===== config.mk =====
export PLATFORM = sky130hd
export DESIGN_NAME = instruction_fetch_stage
export DESIGN_NICKNAME = d
export VERILOG_FILES = /design/src/rtl/instruction_fetch_stage_pkg.sv /design/src/rtl/instruction_fetch_stage_pc_register.sv /design/src/rtl/instruction_fetch_stage.sv
export SDC_FILE = /design/constraint.sdc
export NUM_CORES = 1
export LEC_CHECK = 0
export ABC_AREA = 1
export CAP_MARGIN = 0
export CORE_MARGIN = 2
export CORE_UTILIZATION = 50
export CTS_CLUSTER_DIAMETER = 60
export DETAILED_ROUTE_END_ITERATION = 10
export DONT_BUFFER_PORTS = 1
export PLACE_DENSITY_LB_ADDON = 0.2
export SLEW_MARGIN = 20
export SYNTH_ARGS = -nofsm -noshare
export SYNTH_HDL_FRONTEND = slang
export SYNTH_SLANG_ARGS = --single-unit

===== constraint.sdc =====
create_clock -name clk -period 1.7 [get_ports clk]
set_input_delay 0.17 -clock clk [delete_from_list [all_inputs] [get_ports clk]]
set_output_delay 0.17 -clock clk [all_outputs]
set_load 0.01 [all_outputs]

===== src/rtl/instruction_fetch_stage_pkg.sv =====
// instruction_fetch_stage_pkg: shared pipeline types and defaults for the fetch stage and its consumers
// Contents: default widths, bubble word, IF/ID record, fetch state encoding.
package instruction_fetch_stage_pkg;
  localparam int ADDR_WIDTH_DEF = 6;
  localparam int DATA_WIDTH_DEF = 32;
  localparam logic [DATA_WIDTH_DEF-1:0] NOP_WORD_DEF = 32'h0000_0000;
  typedef struct packed {
    logic [DATA_WIDTH_DEF-1:0] instruction;
    logic [ADDR_WIDTH_DEF-1:0] pc_plus1;
    logic                      valid;
  } if_id_t;
  typedef enum logic [1:0] {
    BOOT   = 2'd0,
    RUN    = 2'd1,
    HALTED = 2'd2
  } fetch_state_e;
endpackage


===== src/rtl/instruction_fetch_stage_pc_register.sv =====
// instruction_fetch_stage_pc_register: program counter with reset, redirect load, hold and increment
// Ports: clk, rst (sync, active-high), load/target (redirect), inc (advance by one), pc (current value).
module instruction_fetch_stage_pc_register #(
  parameter int W = 6,
  parameter logic [W-1:0] RESET_PC = '0
) (
  input  logic         clk,
  input  logic         rst,
  input  logic         load,
  input  logic [W-1:0] target,
  input  logic         inc,
  output logic [W-1:0] pc
);
  always_ff @(posedge clk)
    if (rst) pc <= RESET_PC;
    else pc <= load ? target : inc ? pc + W'(1) : pc;
endmodule


===== src/rtl/instruction_fetch_stage.sv =====
// instruction_fetch_stage: MIPS IF stage owning the PC and the IF/ID register, with stall, redirect and halt
// Ports: clk, rst (sync, active-high); stall, branch_taken/branch_target, halt from later stages;
// instruction_address/instruction to and from instruction memory (same-cycle read);
// if_id_instruction, if_id_pc_plus1, if_id_valid to ID; fetch_count (saturating), halted.
import instruction_fetch_stage_pkg::*;

module instruction_fetch_stage #(
  parameter int ADDR_WIDTH = ADDR_WIDTH_DEF,
  parameter int DATA_WIDTH = DATA_WIDTH_DEF,
  parameter logic [ADDR_WIDTH-1:0] RESET_PC = '0,
  parameter logic [DATA_WIDTH-1:0] NOP_WORD = NOP_WORD_DEF
) (
  input  logic                  clk,
  input  logic                  rst,
  input  logic                  stall,
  input  logic                  branch_taken,
  input  logic [ADDR_WIDTH-1:0] branch_target,
  input  logic                  halt,
  output logic [ADDR_WIDTH-1:0] instruction_address,
  input  logic [DATA_WIDTH-1:0] instruction,
  output logic [DATA_WIDTH-1:0] if_id_instruction,
  output logic [ADDR_WIDTH-1:0] if_id_pc_plus1,
  output logic                  if_id_valid,
  output logic [15:0]           fetch_count,
  output logic                  halted
);
  fetch_state_e state, state_next;
  logic run, redirect, hold, fire;
  logic [ADDR_WIDTH-1:0] pc;
  always_comb begin
    run        = state == RUN;
    redirect   = run & branch_taken;
    hold       = run & ~branch_taken & ~halt & stall;
    fire       = run & ~branch_taken & ~halt & ~stall;
    state_next = state == BOOT ? (halt ? HALTED : RUN) :
                 run           ? (!branch_taken && halt ? HALTED : RUN) :
                                 HALTED;
  end
  always_ff @(posedge clk)
    if (rst) state <= BOOT;
    else state <= state_next;
  instruction_fetch_stage_pc_register #(.W(ADDR_WIDTH), .RESET_PC(RESET_PC)) u_pc (
    .clk    (clk),
    .rst    (rst),
    .load   (redirect),
    .target (branch_target),
    .inc    (fire),
    .pc     (pc)
  );
  assign instruction_address = pc;
  assign halted = state == HALTED;
  // Every non-fetching, non-holding cycle (boot, redirect, halt, halted) writes a bubble.
  always_ff @(posedge clk)
    if (rst) begin
      if_id_instruction <= NOP_WORD;
      if_id_pc_plus1    <= '0;
      if_id_valid       <= 1'b0;
      fetch_count       <= '0;
    end else if (fire) begin
      if_id_instruction <= instruction;
      if_id_pc_plus1    <= pc + ADDR_WIDTH'(1);
      if_id_valid       <= 1'b1;
      fetch_count       <= fetch_count + 16'(fetch_count != 16'hFFFF);
    end else if (!hold) begin
      if_id_instruction <= NOP_WORD;
      if_id_pc_plus1    <= '0;
      if_id_valid       <= 1'b0;
    end
endmodule


==> flow_summary.json, run 1 <==
{
  "outcome": "finished, violations left",
  "failed_checks": "setup timing",
  "grt_max_degree": 47,
  "drt-pass1-iter-count": 4,
  "synth_top_family_by_area": "simple AND/OR/NAND/NOR gates",
  "hold_path_class": "in -> reg",
  "synthesized_netlist_net_count": 411,
  "synth_most_common_cell": "sky130_fd_sc_hd__nand2_1",
  "p_sw_w": 0.000663,
  "detailed_routed_wire_length_on_met3_microns": 527,
  "tritoncts.num_buffers": 9,
  "post_synth_mux_area_share_pct": 0,
  "switching_share_pct": 20.2,
  "end_kind": "flip-flop",
  "seq_power_share_pct": 45.8,
  "ctsLongestPathBuffers": 2,
  "final_core_util_pct": 69.6,
  "areaGrowthSynthToFinish_pct": 34.7,
  "most_area_consuming_cells_after_synthesis": "sky130_fd_sc_hd__dfxtp_1 (48%), sky130_fd_sc_hd__nand2_1 (17%), sky130_fd_sc_hd__a21oi_1 (9.9%)",
  "antenna_left": 0,
  "dp.final_hpwl_microns": 4310,
  "grt_usage_pct": 23.9,
  "totalPowerFinal_w": 0.00329,
  "timing_worst_slew_pin_value_ns": 0.589,
  "regArea_sq_um": 1270,
  "cp_data_required_time_ns": 1.97,
  "finalNonFillerCells": 495,
  "synth.yosys.seq_area_share_pct": 47.8,
  "initial_utilization_pct": 51.7,
  "slew_headroom_pct": 60.7,
  "worstPathArrival_ns": 1.98,
  "synth_compound_gate_area_share_pct": 11.8,
  "portion_of_total_power_attributed_to_combinational_logic_pct": 4.9,
  "fin_crit_share_pct": 101,
  "p_int_w": 0.00262,
  "rsz0062_at_grt": "true",
  "detail_route.drc_violations": 0,
  "max_clock_freq_mhz": 585,
  "drt-total-wl_microns": 6860,
  "clock_insertion_delay_worst_skew_ns": 0.34,
  "synth-main-ff-cell": "sky130_fd_sc_hd__dfxtp_1",
  "path_class": "reg -> reg",
  "routabilityCongestion": 0.864,
  "met1Wirelength_microns": 2850,
  "number_of_global_route_vias_before_repair": 2381,
  "die-area_sq_um": 5870,
  "finalClockSkew_ns": 0.00576,
  "ctsRootBufferMaster": "sky130_fd_sc_hd__clkbuf_8",
  "yosys.cell_types.count": 26,
  "synth_enable_flop_cells": 0,
  "io-pin-count": 105,
  "met2RoutedLength_microns": 3370,
  "synth-simple-area-share_pct": 30.7,
  "initial_antenna_violation_count": 0,
  "drv_cap": 0,
  "post_synth.cell_area_avg_sq_um": 7.23,
  "die-height_microns": 76.6,
  "multi_input_comb_area_sq_um": 1270,
  "ys_ff_latch": 63,
  "rrSetupSlack_ns": -0.009,
  "hold_viol": 0,
  "htreeDepth": 3,
  "row_count": 26,
  "initialDrtViolationCount": 87,
  "cellLeakagePower_nw": 1.37,
  "wl_per_cell_microns": 13.9,
  "asyncSetResetFlopFracSynth_pct": 0,
  "setup_viols_final": 1,
  "synth_xor_area_share_pct": 0.996,
  "finalWorstPathRequiredPeriod_ns": 1.71,
  "dr_total_vias": 2508,
  "yosysWarningCount": 0,
  "setup_tns_ns": -0.00888,
  "leading_area_contributor_after_synthesis": "sky130_fd_sc_hd__dfxtp_1",
  "ir_worst_vdd_mv": 0.617,
  "place_worst_setup_slack_ns": -0.0901,
  "post_route_cells_drive_above_1_share_pct": 18.1,
  "power.density_nw_per_um2": 925,
  "routed_via_density": 5.07,
  "worst_slack_ns": -0.00888,
  "slew_viol_final": 0,
  "power.clock.fraction_pct": 49.3,
  "core_outline_area_sq_um": 5110,
  "crit_path_start_kind": "flip-flop",
  "filler_cell_count": 438,
  "yosys.area_share.adder_pct": 1.42,
  "dp_cells": 443,
  "worst_setup_hold_path_clk_slew_ns": 0.07,
  "antenna_cells": 0,
  "synth.top_cell.area_share_pct": 47.8,
  "grt_pass1_wl_microns": 11100,
  "critical_path.max_fanout": 8,
  "synth_top_cells_by_count": "sky130_fd_sc_hd__nand2_1 (121), sky130_fd_sc_hd__dfxtp_1 (63), sky130_fd_sc_hd__a21oi_1 (52)",
  "syn_inst": 365,
  "numPortBuffers": 0,
  "mappedNetlistArea_sq_um": 2640,
  "num-nets-final": 466,
  "clock-sinks": 63,
  "globalRoute.totalOverflow": 0,
  "dieWidth_microns": 76.6,
  "highest-signal-layer": "met4",
  "cts_tree": "built"
}
logic make-up (layout without fill, tap and decap cells):
group           after synthesis  in the layout
fa+ha+maj                     3              3
simple gates                191            191
compound gates               60             60
xor+xnor                      3              3
flops                        63             63
buf+inv                      45            105
worst paths after layout:
path | from | to | cells past startpoint
max | fetch_count[7] | fetch_count[14] | 15
min | branch_taken | if_id_valid | 3
max reg2reg | fetch_count[7] | fetch_count[14] | 15
min reg2reg | fetch_count[0] | fetch_count[0] | 2
layout by cell type, fill, tap and decap left out:
cell,Yosys,routed
sky130_fd_sc_hd__nor3b_1,1,1
sky130_fd_sc_hd__o21ai_0,4,4
sky130_fd_sc_hd__inv_1,28,23
sky130_fd_sc_hd__a21boi_0,1,1
sky130_fd_sc_hd__clkinv_4,0,1
sky130_fd_sc_hd__nand2_2,1,3
sky130_fd_sc_hd__nand2_1,121,119
sky130_fd_sc_hd__buf_12,0,3
sky130_fd_sc_hd__dlygate4sd3_1,0,32
sky130_fd_sc_hd__nand3_4,1,2
sky130_fd_sc_hd__buf_4,1,23
sky130_fd_sc_hd__nor4_4,0,1
sky130_fd_sc_hd__ha_1,3,1
sky130_fd_sc_hd__xnor2_1,3,3
sky130_fd_sc_hd__nor2_2,2,5
sky130_fd_sc_hd__ha_4,0,2
sky130_fd_sc_hd__nand4_1,4,4
sky130_fd_sc_hd__clkinv_2,0,1
sky130_fd_sc_hd__nor2_4,3,4
sky130_fd_sc_hd__clkbuf_8,0,11
sky130_fd_sc_hd__or2_1,1,1
sky130_fd_sc_hd__nand3_2,0,3
sky130_fd_sc_hd__nor3_1,2,2
sky130_fd_sc_hd__nand3_1,22,18
sky130_fd_sc_hd__dfxtp_2,0,7
sky130_fd_sc_hd__o21a_1,3,3
sky130_fd_sc_hd__bufinv_16,0,3
sky130_fd_sc_hd__a21oi_1,52,52
sky130_fd_sc_hd__inv_2,3,8
sky130_fd_sc_hd__nor2_1,32,28
sky130_fd_sc_hd__dfxtp_1,63,56
per-stage QoR:
stage	area [sq um]	hold WS, ns
global placement	2850	0.243
detailed placement	2850	0.245
finish	3550	0.0160
CTS	3490	0.00272
global route	3550	0.0218
floorplan	2650	0.313
sequential cells by signal, indices dropped and copies added (netlist names):
register,flops
state,2
if_id_pc_plus1,6
if_id_valid,1
fetch_count,16
if_id_instruction,32
u_pc.pc,6
power by group through the flow:
stage | clock network, W | logic (W) | registers, W
4_1_cts | 0.00165 | 0.000158 | 0.00150
3_3_place_gp | 0 | 0.0000737 | 0.00154
5_1_grt | 0.00171 | 0.000176 | 0.00151
3_5_place_dp | 0 | 0.0000757 | 0.00154
2_1_floorplan | 0 | 0.0000734 | 0.00154
6_report | 0.00162 | 0.000160 | 0.00150
final cells by class:
class / instances / share of cell area, %
Timing Repair Buffer: 58 / 15.6
Sequential cell: 63 / 35.7
Clock buffer: 11 / 4.26
Tap cell: 70 / 2.46
Clock inverter: 5 / 2.92
Multi-Input combinational cell: 257 / 35.8
Inverter: 31 / 3.27
per-layer routing:
metal	vias up	global-route usage, %
met5	-	0
li1	1275	-
met4	0	9.82
met3	11	9.12
met2	85	41.0
met1	1137	26.4
repair_timing:
item	in CTS	in global routing
hold endpoints to repair	46	0
hold buffers	33	0
setup buffers	1	2
pin swaps	9	11
endpoints found under the setup margin	8	11
gates resized for setup	11	13
critical path, stage by stage (launching register included):
cell                      delay (ns)
sky130_fd_sc_hd__dfxtp_2        0.33
sky130_fd_sc_hd__nand2_2        0.07
sky130_fd_sc_hd__inv_2          0.05
sky130_fd_sc_hd__nand3_4        0.07
sky130_fd_sc_hd__nor2_4         0.04
sky130_fd_sc_hd__nand3_2        0.09
sky130_fd_sc_hd__ha_4           0.15
sky130_fd_sc_hd__ha_4           0.13
sky130_fd_sc_hd__inv_2          0.03
sky130_fd_sc_hd__nor2_1         0.07
sky130_fd_sc_hd__nand2_1        0.09
sky130_fd_sc_hd__nor2_4         0.22
sky130_fd_sc_hd__nand3_2        0.10
sky130_fd_sc_hd__nand2_1        0.07
sky130_fd_sc_hd__inv_1          0.04
sky130_fd_sc_hd__nor2_1         0.09
No activity file was read; power rests on OpenSTA's default activity.
==> run 2: changes to the inputs <==
--- a/config.mk
+++ b/config.mk
@@ -5,14 +5,13 @@
 export SDC_FILE = /design/constraint.sdc
 export NUM_CORES = 1
 export LEC_CHECK = 0
-export ABC_AREA = 1
 export CAP_MARGIN = 0
 export CORE_MARGIN = 2
 export CORE_UTILIZATION = 50
 export CTS_CLUSTER_DIAMETER = 60
 export DETAILED_ROUTE_END_ITERATION = 10
 export DONT_BUFFER_PORTS = 1
-export PLACE_DENSITY_LB_ADDON = 0.2
+export PLACE_DENSITY = 0.68
 export SLEW_MARGIN = 20
 export SYNTH_ARGS = -nofsm -noshare
 export SYNTH_HDL_FRONTEND = slang
==> run 2 against run 1 <==
Compared with the run above: via count is 11% lower; highest routed layer unchanged; critical path type unchanged; wire length hardly changed; largest power group is now sequential cells; the run ends with hold timing, setup timing left; largest cell class unchanged; flip-flop and latch count stayed put; clock skew is 0.0016 ns lower; maximum frequency is 7.6% lower.
==> flow_summary.json, run 2 <==
{
  "top_registers": "if_id_instruction (32), fetch_count (16)",
  "global_route_met1_usage_pct": 26.7,
  "crit_path_max_incr_delay_ns": 0.34,
  "most-common-layout-cells": "sky130_fd_sc_hd__dfxtp_1 (51), sky130_fd_sc_hd__nor2_1 (49), sky130_fd_sc_hd__dlygate4sd3_1 (45), sky130_fd_sc_hd__mux2i_1 (34), sky130_fd_sc_hd__buf_4 (27)",
  "yosysWarningCount": 0,
  "finalClockSkew_ns": 0.00419,
  "drt-total-wl_microns": 6860,
  "crit_slowest_cell": "sky130_fd_sc_hd__or3_1",
  "failed_checks": "hold timing, setup timing",
  "synth_enable_flop_cells": 0,
  "synth.top_cell.area_share_pct": 48.0,
  "synth.yosys.seq_area_share_pct": 48.0,
  "synth-main-ff-cell": "sky130_fd_sc_hd__dfxtp_1",
  "initial_antenna_violation_count": 0,
  "grt_max_degree": 34,
  "fin_crit_share_pct": 109,
  "crit_path_start_kind": "flip-flop",
  "clock_insertion_delay_worst_skew_ns": 0.33,
  "post_synth.cell_area_avg_sq_um": 9.56,
  "max_clock_freq_mhz": 541,
  "outcome": "finished, violations left",
  "timing.hold.ws_ns": -0.108,
  "filler_cell_count": 403,
  "power.density_nw_per_um2": 853,
  "worstPathArrival_ns": 2.11,
  "routabilityCongestion": 0.738,
  "antenna_left": 0,
  "htreeDepth": 3,
  "ys_ff_latch": 63,
  "grt_usage_pct": 24.2,
  "dp.final_hpwl_microns": 3760,
  "areaGrowthSynthToFinish_pct": 38.2,
  "row_count": 26,
  "cp_data_required_time_ns": 1.96,
  "path_class": "reg -> reg",
  "critical-path-top-cell-by-count": "sky130_fd_sc_hd__ha_4",
  "place_worst_setup_slack_ns": -0.221,
  "hold_viol": 22,
  "rsz0062_at_grt": "true",
  "hold_path_class": "in -> reg",
  "die-height_microns": 76.5,
  "most_area_consuming_cells_after_synthesis": "sky130_fd_sc_hd__dfxtp_1 (48%), sky130_fd_sc_hd__mux2i_1 (13%), sky130_fd_sc_hd__nor2_1 (7.0%)",
  "yosys.cell_types.count": 38,
  "worst_setup_hold_path_clk_slew_ns": 0.06,
  "drt-pass1-iter-count": 4,
  "syn_inst": 275,
  "num-nets-final": 390,
  "dieWidth_microns": 76.5,
  "wl_per_cell_microns": 16.4,
  "mappedNetlistArea_sq_um": 2630,
  "met2_routing_resource_usage_after_global_routing_pct": 40.9,
  "clock-sinks": 63,
  "asyncSetResetFlopFracSynth_pct": 0,
  "numPortBuffers": 0,
  "antenna_cells": 0,
  "number_of_global_route_vias_before_repair": 2224,
  "grt.met3_usage_pct": 9.83,
  "path_delay_family": "simple AND/OR/NAND/NOR gates",
  "die-area_sq_um": 5860,
  "drv_cap": 0,
  "initialDrtViolationCount": 90,
  "synth_top_cells_by_count": "sky130_fd_sc_hd__dfxtp_1 (63), sky130_fd_sc_hd__nor2_1 (49), sky130_fd_sc_hd__mux2i_1 (34)",
  "timing.critical_path.cells": "and4_4 > nand4_1 > or2_4 > ha_4 > ha_4 > nor2b_4 > nand4_4 > or3_1 > a21oi_2",
  "ir_worst_vdd_mv": 0.538,
  "ctsLongestPathBuffers": 2,
  "synth_most_common_cell": "sky130_fd_sc_hd__dfxtp_1",
  "initial_utilization_pct": 51.5,
  "leading_area_contributor_after_synthesis": "sky130_fd_sc_hd__dfxtp_1",
  "post_route_cells_drive_above_1_share_pct": 23.0,
  "detail_route.drc_violations": 0,
  "mostFrequentLayoutCell": "sky130_fd_sc_hd__dfxtp_1",
  "ctsRootBufferMaster": "sky130_fd_sc_hd__clkbuf_8",
  "timing_worst_slew_pin_value_ns": 0.564,
  "slew_headroom_pct": 62.4,
  "globalRoute.totalOverflow": 0,
  "largest_register_ffs": 32,
  "core_outline_area_sq_um": 5110,
  "dr_total_vias": 2229,
  "finalWorstPathRequiredPeriod_ns": 1.85,
  "global_route.peak_usage_layer": "met2",
  "critical_path.max_fanout": 6,
  "end_kind": "flip-flop",
  "io-pin-count": 105,
  "slew_viol_final": 0,
  "routed_via_density": 5.33,
  "rrSetupSlack_ns": -0.15,
  "synthesized_netlist_net_count": 321,
  "cts_tree": "built",
  "critical_path_buf_inv_count": 0,
  "worst_slack_ns": -0.149,
  "cellLeakagePower_nw": 1.43,
  "max_flop_register": "if_id_instruction",
  "tritoncts.num_buffers": 9,
  "setup_viols_final": 14,
  "cts_hold_repair.buffers": 46,
  "grt_pass1_wl_microns": 11000,
  "totalPowerFinal_w": 0.00310
}
## run 2: cell count changes after synthesis, moves of 6 or more
| cell | delta |
|---|---|
| sky130_fd_sc_hd__a21oi_1 | -31 |
| sky130_fd_sc_hd__inv_1 | -23 |
| sky130_fd_sc_hd__mux2i_1 | +34 |
| sky130_fd_sc_hd__nand2_1 | -107 |
| sky130_fd_sc_hd__nand3_1 | -17 |
| sky130_fd_sc_hd__nor2_1 | +17 |
| sky130_fd_sc_hd__or3_1 | +6 |
| sky130_fd_sc_hd__xor2_1 | +9 |
## run 2: final timing paths
path,endpoint,depth (start not counted),start
setup / recovery,fetch_count[12],9,fetch_count[12]
hold / removal,fetch_count[11],1,rst
setup reg to reg,fetch_count[12],9,fetch_count[12]
hold reg to reg,if_id_valid,2,if_id_valid
## run 2: cell type report
type | count | area [sq um] | share of cell area, %
clock inverters | 2 | 37.5 | 1.03
repair buffers | 73 | 658 | 18.1
clock buffers | 13 | 179 | 4.92
multi-input cells | 192 | 1370 | 37.7
flip-flops and latches | 63 | 1280 | 35.3
well taps | 70 | 87.6 | 2.41
inverters | 5 | 18.8 | 0.516
## run 2: per-stage QoR
stage / std cells / setup TNS (ns) / utilization (%) / instance area [sq um]
2_1_floorplan: 275 / -1.46 / - / 2710
3_3_place_gp: 355 / -1.46 / 56.8 / 2900
3_5_place_dp: 355 / -2.04 / 56.8 / 2900
4_1_cts: 416 / -1.95 / 70.4 / 3600
5_1_grt: 418 / -2.95 / 71.2 / 3630
6_report: 418 / -1.41 / 71.2 / 3630
## run 2: repair_timing
action | in CTS | in global routing
pin swaps | 16 | 5
endpoints found under the setup margin | 14 | 18
hold endpoints to repair | 61 | 22
gates cloned | 0 | 1
buffers inserted | 0 | 1
gates resized for setup | 3 | 7
## run 2: layer usage
layer,part of all wire [%],vias up
li1,-,1091
met4,1.2,0
met3,8.9,8
met1,39,1045
met2,50,85
met5,0,-
## run 2: cells by family (layout without fill, tap and decap cells)
| kind of cell | count (synthesis) | after routing | share of synthesized area [%] |
|---|---|---|---|
| DFF | 63 | 63 | 48.0 |
| adders and majority gates | 3 | 3 | 1.43 |
| AOI/OAI and AO/OA | 37 | 37 | 7.71 |
| buffers and inverters | 21 | 93 | 3.90 |
| xor gates and xnor gates | 12 | 12 | 4.00 |
| and+or+nand+nor | 105 | 106 | 22.1 |
| muxes | 34 | 34 | 12.9 |
## run 2: power breakdown
part	switching [W]	leakage [nW]	total [W]	internal, W
Sequential	0.0000193	0.515	0.00150	0.00148
Combinational	0.0000753	0.803	0.000204	0.000129
Clock	0.000565	0.108	0.00140	0.000830
Total	0.000660	1.43	0.00310	0.00244
==> edit, RTL diff (config.mk and constraints of run 2) <==
The package constant `DATA_WIDTH_DEF` goes from 32 to 36.
--- a/src/rtl/instruction_fetch_stage_pkg.sv
+++ b/src/rtl/instruction_fetch_stage_pkg.sv
@@ -4,3 +4,3 @@
   localparam int ADDR_WIDTH_DEF = 6;
-  localparam int DATA_WIDTH_DEF = 32;
+  localparam int DATA_WIDTH_DEF = 36;
   localparam logic [DATA_WIDTH_DEF-1:0] NOP_WORD_DEF = 32'h0000_0000;
Interface: changed (resized if_id_instruction and instruction); port bits go from 105 to 113. No check against the original RTL was run, so the function may have changed too.
==> edit against run 2 <==
The flow still finishes with violations (hold timing, setup timing). Area after synthesis up 2.4%. Sequential cell count up 4. Hold slack worse by 0.0065 ns. Sequential share of layout area down 2.3 points. Wire length up 25%. Total power up 6.6%. Worst setup slack worse by 0.25 ns. Final area up 14%.
==> edit: results (changes against run 2) <==
status finished with violations; failing checks hold timing, setup timing; nonclk inv count 6 (+1); multi-input gates 203 (+5.7%); post-layout util 0.806 (+0.0943); setup tns final -8.65 ns (-7.24 ns); Final Setup Violations 65 (+51); CP max FO 4 (-2); Filler cells 323 (-20%); post-route met1 wirelength 3140 µm (+16%); num sequential 67 (+6.3%); Final #Nets 421 (+7.9%); total track usage 0.248 (+0.00651); compound-gate portion of the synthesized area 0.0860 (+0.00890); Post-Route Skew 0.00891 ns (+0.00472 ns); Seq/total area 0.330 (-0.0231); # hold bufs at CTS 37 (-20%); Cells after Synth 293 (+6.5%); fraction of layout cells with a size suffix above 1 0.348 (+0.119); GPL Wtd Cong 0.770 (+4.4%); area share of fa/ha/maj cells after synthesis 0.0139 (-0.000332); met2 usage in global routing 0.418 (+0.00941); Final clock-cell share 0.0532 (-0.00640); sequential area share after synthesis 0.498 (+0.0186); dpl cells 378 (+6.5%); number of distinct library cells after synthesis 35 (-7.9%); setup ws final -0.403 ns (-0.254 ns); FF/Latch Area 1370 µm² (+6.5%); VDD IR max 0.522 mV (-3.1%); Worst Reg-to-Reg Cells 10 (+1); Avg WL per Cell 19.2 µm (+17%); global-route wire length before repair 11600 µm (+4.9%); placed cell area 3030 µm² (+4.5%); Data buffer area share 0.205 (+0.0237); largest registers if_id_instruction (36), fetch_count (16); met3 Use GR 0.0849 (-0.0135); Hold Vio Cnt, Final 22 (unchanged); Critical Path Max Stage Delay 0.44 ns (+0.10 ns); final hold slack -0.114 ns (-0.00650 ns); Met2 Wirelength 4560 µm (+32%); largest net degree at the start of global routing 39 (+15%); Worst-path clk slew 0.08 ns (+0.02 ns); slowest CP cell or4_4; post-CTS resize count 10 (+7); Post-synth top cells dfxtp_1, nor2_1, mux2i_1; Syn Nets 343 (+6.9%)
-- edit: cell count changes after synthesis, sizes merged, moves of 5 or more --
cell,change
nor2,+6
xor2,-8
nand4,-5
xnor2,+6
buf,-9
clkbuf,+11
-- edit: final timing paths --
| path | slack (ns) | startpoint | to |
|---|---|---|---|
| min reg2reg | 0.51 | if_id_valid$_SDFFE_PP0P_ | if_id_valid$_SDFFE_PP0P_ |
| max | -0.40 | fetch_count[9]$_SDFFE_PP0P_ | fetch_count[10]$_SDFFE_PP0P_ |
| min | -0.11 | rst | fetch_count[4]$_SDFFE_PP0P_ |
| max reg2reg | -0.40 | fetch_count[9]$_SDFFE_PP0P_ | fetch_count[10]$_SDFFE_PP0P_ |
-- edit: report_power, final --
part / switching, mW / internal [mW]
clock: 0.638 / 0.810
combinational: 0.121 / 0.150
sequential: 0.0145 / 1.57
